$ cat src/rtl/univ_shift_reg.sv
// Universal shift register: load, SHL/SHR/ROL/ROR/ASR single step or shift-by-N; results visible one cycle after the edge.
// No backpressure: inputs are ignored while busy. Optional q_parity output under SHREG_PARITY_EN.
module univ_shift_reg #(
    parameter int DATA_WIDTH = 8,
    parameter int CNT_WIDTH  = 4
) (
    input  logic                  clk,
    input  logic                  rst,
    input  logic                  load_en,
    input  logic [DATA_WIDTH-1:0] load_data,
    input  logic [2:0]            op,
    input  logic                  step_en,
    input  logic                  start,
    input  logic [CNT_WIDTH-1:0]  count,
    input  logic                  d_in,
    output logic [DATA_WIDTH-1:0] q_out,
    output logic                  ser_out,
    output logic                  busy,
`ifdef SHREG_PARITY_EN
    output logic                  q_parity,
`endif
    output logic                  done
);

    localparam logic [2:0] OP_SHL = 3'b000;
    localparam logic [2:0] OP_SHR = 3'b001;
    localparam logic [2:0] OP_ROL = 3'b010;
    localparam logic [2:0] OP_ROR = 3'b011;
    localparam logic [2:0] OP_ASR = 3'b100;

    typedef enum logic {IDLE, SHIFT} state_t;

    state_t                 state;
    logic [2:0]             op_q;
    logic [CNT_WIDTH-1:0]   cnt_q;
    logic [2:0]             step_op;
    logic [DATA_WIDTH-1:0]  step_q;
    logic                   step_ser;
    logic [DATA_WIDTH-1:0]  q_nxt;
    logic                   ser_nxt;

    // One step of the selected op; reserved codes leave q and ser_out untouched.
    always_comb begin
        step_op  = (state == SHIFT) ? op_q : op;
        step_q   = q_out;
        step_ser = ser_out;
        case (step_op)
            OP_SHL: begin step_q = {q_out[DATA_WIDTH-2:0], d_in};             step_ser = q_out[DATA_WIDTH-1]; end
            OP_SHR: begin step_q = {d_in, q_out[DATA_WIDTH-1:1]};             step_ser = q_out[0];            end
            OP_ROL: begin step_q = {q_out[DATA_WIDTH-2:0], q_out[DATA_WIDTH-1]}; step_ser = q_out[DATA_WIDTH-1]; end
            OP_ROR: begin step_q = {q_out[0], q_out[DATA_WIDTH-1:1]};         step_ser = q_out[0];            end
            OP_ASR: begin step_q = {q_out[DATA_WIDTH-1], q_out[DATA_WIDTH-1:1]}; step_ser = q_out[0];         end
            default: begin step_q = q_out; step_ser = ser_out; end
        endcase
    end

    // Any start in IDLE consumes the cycle, so step_en only acts when start is low.
    always_comb begin
        q_nxt   = q_out;
        ser_nxt = ser_out;
        if (state == SHIFT) begin
            q_nxt   = step_q;
            ser_nxt = step_ser;
        end else if (load_en) begin
            q_nxt   = load_data;
            ser_nxt = 1'b0;
        end else if (!start && step_en) begin
            q_nxt   = step_q;
            ser_nxt = step_ser;
        end
    end

    always_ff @(posedge clk) begin
        if (rst) begin
            state   <= IDLE;
            op_q    <= OP_SHL;
            cnt_q   <= '0;
            q_out   <= '0;
            ser_out <= 1'b0;
            busy    <= 1'b0;
            done    <= 1'b0;
`ifdef SHREG_PARITY_EN
            q_parity <= 1'b0;
`endif
        end else begin
            q_out   <= q_nxt;
            ser_out <= ser_nxt;
            done    <= 1'b0;
`ifdef SHREG_PARITY_EN
            q_parity <= ^q_nxt;
`endif
            case (state)
                IDLE: begin
                    if (!load_en && start) begin
                        if (count == '0) begin
                            done <= 1'b1;
                        end else if (op <= OP_ASR) begin
                            op_q  <= op;
                            cnt_q <= count;
                            busy  <= 1'b1;
                            state <= SHIFT;
                        end
                    end
                end
                SHIFT: begin
                    if (cnt_q == CNT_WIDTH'(1)) begin
                        busy  <= 1'b0;
                        done  <= 1'b1;
                        state <= IDLE;
                    end else begin
                        cnt_q <= cnt_q - CNT_WIDTH'(1);
                    end
                end
                default: state <= IDLE;
            endcase
        end
    end

endmodule

$ cat config.mk
export PLATFORM = sky130hd
export DESIGN_NAME = univ_shift_reg
export DESIGN_NICKNAME = d
export VERILOG_FILES = /design/src/rtl/univ_shift_reg.sv
export SDC_FILE = /design/constraint.sdc
export NUM_CORES = 1
export LEC_CHECK = 0
export ABC_AREA = 0
export BUFFER_PORTS_ARGS = -buffer_cell sky130_fd_sc_hd__buf_2
export CORE_MARGIN = 5
export CORE_UTILIZATION = 35
export DETAILED_ROUTE_END_ITERATION = 12
export PLACE_DENSITY = 0.64
export SLEW_MARGIN = 0
export SYNTH_ARGS = -nofsm -noshare
export SYNTH_HDL_FRONTEND = slang
export SYNTH_SLANG_ARGS = --single-unit
$ cat constraint.sdc
create_clock -name clk -period 1.5 [get_ports clk]
set_input_delay 0.15 -clock clk [delete_from_list [all_inputs] [get_ports clk]]
set_output_delay 0.15 -clock clk [all_outputs]
set_load 0.02 [all_outputs]
==> impl_metrics.tcl <==
set metrics [dict create \
    status "finished, violations left" \
    violations "setup timing" \
    async_flop_share 0 \
    vias 1458 \
    hold_path_depth 3 \
    antenna_left 0 \
    cts_sinks 19 \
    worstSkewPairLatency_ns 0.31 \
    fmax_mhz 645 \
    drv_slew 0 \
    cap_violations 0 \
    syn_inst 153 \
    cp-start-kind "flip-flop" \
    routedWlPerCell_um 15.4 \
    hold_path_class "in -> reg" \
    min_to "op_q[1]$_SDFFE_PP0P_" \
    clockBufferDepth 2 \
    setup_violations 4 \
    hold_buffers 0 \
    fin_cells 261 \
    syn_area_per_cell_um2 8.10 \
    hpwl_mm 2.95 \
    place_congestion 0.902 \
    clk_pin_slew_worst_paths_ns 0.10 \
    relSlewSlack 0.712 \
    worstPathMaxFanout 4 \
    die_area_um2 4830 \
    grt_pass1_wl_mm 6.64 \
    ys_ff_latch 19 \
    worstRegToRegCells 7 \
    htreeDepth 1 \
    p_per_area_nw_per_um2 758 \
    viasPerCell 5.59 \
    grt_pass1_vias 1516 \
    drt-initial-drc-count 39 \
    nNetsFinal 239 \
    syn-num-nets 176 \
    worst_pin_slew_ns 0.431 \
    criticalPathCategory "reg -> reg" \
    placed_cells_incl_taps 254 \
    grt_usage 0.164 \
    io_pins 32 \
    ys_seq_area_frac 0.307 \
    ys.flop_type "dfxtp_1" \
    coreArea_um2 3390 \
    diodes 0 \
    drt-total-wl_mm 4.03 \
    r2r-start "cnt_q[1]$_SDFFE_PP0P_" \
    grt_antenna_before_repair 0 \
    synth.cell_area_um2 1240 \
    drive_gt1_frac 0.460 \
    ff2ff_setup_slack_ns -0.05 \
    r2r_end "cnt_q[1]$_SDFFE_PP0P_" \
    start_util 0.365 \
    grt_max_degree 24 \
    fin_worst_skew_ns 0.0167 \
    die_width_um 69.5 \
    ir_drop_mv 0.442 \
    fill_cells 329 \
    synth_edf_count 0 \
    hold_viol 0 \
    worstHoldStart "op[1]" \
    yosysWarnings 0 \
    rsz0062_at_grt "true" \
    rows 21 \
    dr.pass1.iters 4 \
    yosys-top-cells-area "dfxtp_1 31%, nand2_1 5.8%, a311oi_1 4.9%" \
    fin_ws_ns -0.0501 \
    crit_arrival_ns 1.77 \
    min_period_over_period 1.03 \
    hold_ws_ns 0.108 \
    root_buffer "clkbuf_4" \
    leakage_uw 0.000753 \
    synthDistinctLibCells 48 \
    grt_overflow 0 \
    layout_min_cycle_time_ns 1.55 \
    cts_buffers 3 \
    io_buffers 31 \
    tritoncts "yes" \
    required_ns 1.72 \
    fp.dieH_um 69.5 \
    drcViolationCount 0 \
    end_kind "flip-flop" \
    yosys.area.top_type_share 0.307 \
    yosys.area.top_type "dfxtp_1" \
    syn_to_final_growth_pct 49.0 \
]
repair_timing:
| item | 4_1_cts | 5_1_grt |
|---|---|---|
| pin swaps | 8 | 13 |
| resized for setup | 13 | 20 |
| setup buffers | 1 | 2 |
| hold endpoints to repair | 0 | 0 |
| setup endpoints to repair | 12 | 13 |
report_power, final:
group	internal [µW]	switching, µW
combinational	260	273
sequential	545	44.0
clock	104	174
Yosys cell counts (all sizes together), types with 2 or more instances:
cell and number:
mux2i 3, a311oi 7, o22ai 2, a21boi 3, nand3 11, nor3b 4, o2111ai 4, a31oi 5
inv 6, or4 2, nor2b 2, dfxtp 19, ha 2, a21oi 10, or3 6, buf 6
a211oi 3, nand2b 4, o32ai 3, nor2 10, or3b 3, nand2 19, o21ai 3, nor3 3
layout make-up:
| type | instances | area [µm²] | share of cell area |
|---|---|---|---|
| Tap cell | 46 | 57.6 | 0.0312 |
| Clock buffer | 4 | 26.3 | 0.0142 |
| Sequential cell | 19 | 387 | 0.209 |
| Inverter | 6 | 25.0 | 0.0136 |
| Multi-Input combinational cell | 121 | 912 | 0.494 |
| Timing Repair Buffer | 65 | 438 | 0.237 |
logic make-up after synthesis:
logic type                 count (synthesis)  share of synthesized area
and+or+nand+nor                           66                      0.288
DFF                                       19                      0.307
adders and majority gates                  2                     0.0202
buffers and inverters                     13                     0.0525
AOI/OAI and AO/OA                         49                      0.299
muxes                                      4                     0.0333
critical path, cell delays in order, from the launching register on:
cell,delay [ns]
dfxtp_2,0.34
inv_2,0.07
ha_4,0.13
or3b_4,0.39
a32oi_4,0.22
buf_6,0.14
a211oi_2,0.03
a211oi_2,0.14
worst max-delay path by stage:
stage / start / cells past startpoint / to
after floorplan: state$_SDFF_PP0_ / 5 / q_out[7]$_SDFFE_PP0P_
after global placement: state$_SDFF_PP0_ / 5 / cnt_q[3]$_SDFFE_PP0P_
after detailed placement: state$_SDFF_PP0_ / 5 / cnt_q[3]$_SDFFE_PP0P_
after CTS: cnt_q[1]$_SDFFE_PP0P_ / 7 / cnt_q[1]$_SDFFE_PP0P_
after global routing: cnt_q[1]$_SDFFE_PP0P_ / 7 / cnt_q[1]$_SDFFE_PP0P_
final: cnt_q[1]$_SDFFE_PP0P_ / 7 / cnt_q[1]$_SDFFE_PP0P_
state kept, by name, indices dropped and copies added, names as in the netlist:
register and flops:
q_out 8, op_q 3, done 1, state 1
busy 1, cnt_q 4, ser_out 1
metrics by stage:
step | total power (µW) | TNS [ns] | cell area (µm²) | util | worst slack (ns)
final | 1400 | -0.121 | 1850 | 0.544 | -0.0501
after global routing | 1490 | -0.619 | 1850 | 0.544 | -0.145
after CTS | 1360 | -0.127 | 1750 | 0.516 | -0.0733
after detailed placement | 1050 | -0.784 | 1660 | 0.490 | -0.169
after global placement | 1040 | -0.261 | 1660 | 0.490 | -0.0663
after floorplan | 849 | 0 | 1240 | - | 0.0372
placed cells by master, fill, tap and decap left out, drive strengths merged, types with 2 or more instances in the layout:
cell type,instances
a311oi,7
nor3b,4
clkbuf,4
or3b,3
dfxtp,19
nor2,10
a211oi,3
o21ai,3
o22ai,2
o32ai,3
ha,2
or3,6
nand2b,4
or4,2
buf,65
nor3,3
nor2b,2
a21oi,10
nand2,19
inv,6
a31oi,5
mux2i,3
o2111ai,4
a21boi,3
nand3,11
metal layers:
layer / share of wire / GRT usage / up-vias
li1: - / - / 712
met1: 0.43 / 0.180 / 708
met2: 0.52 / 0.305 / 32
met3: 0.038 / 0.0377 / 6
met4: 0.017 / 0.0586 / 0
met5: 0 / 0 / -
(Power assumes the default switching activity.)
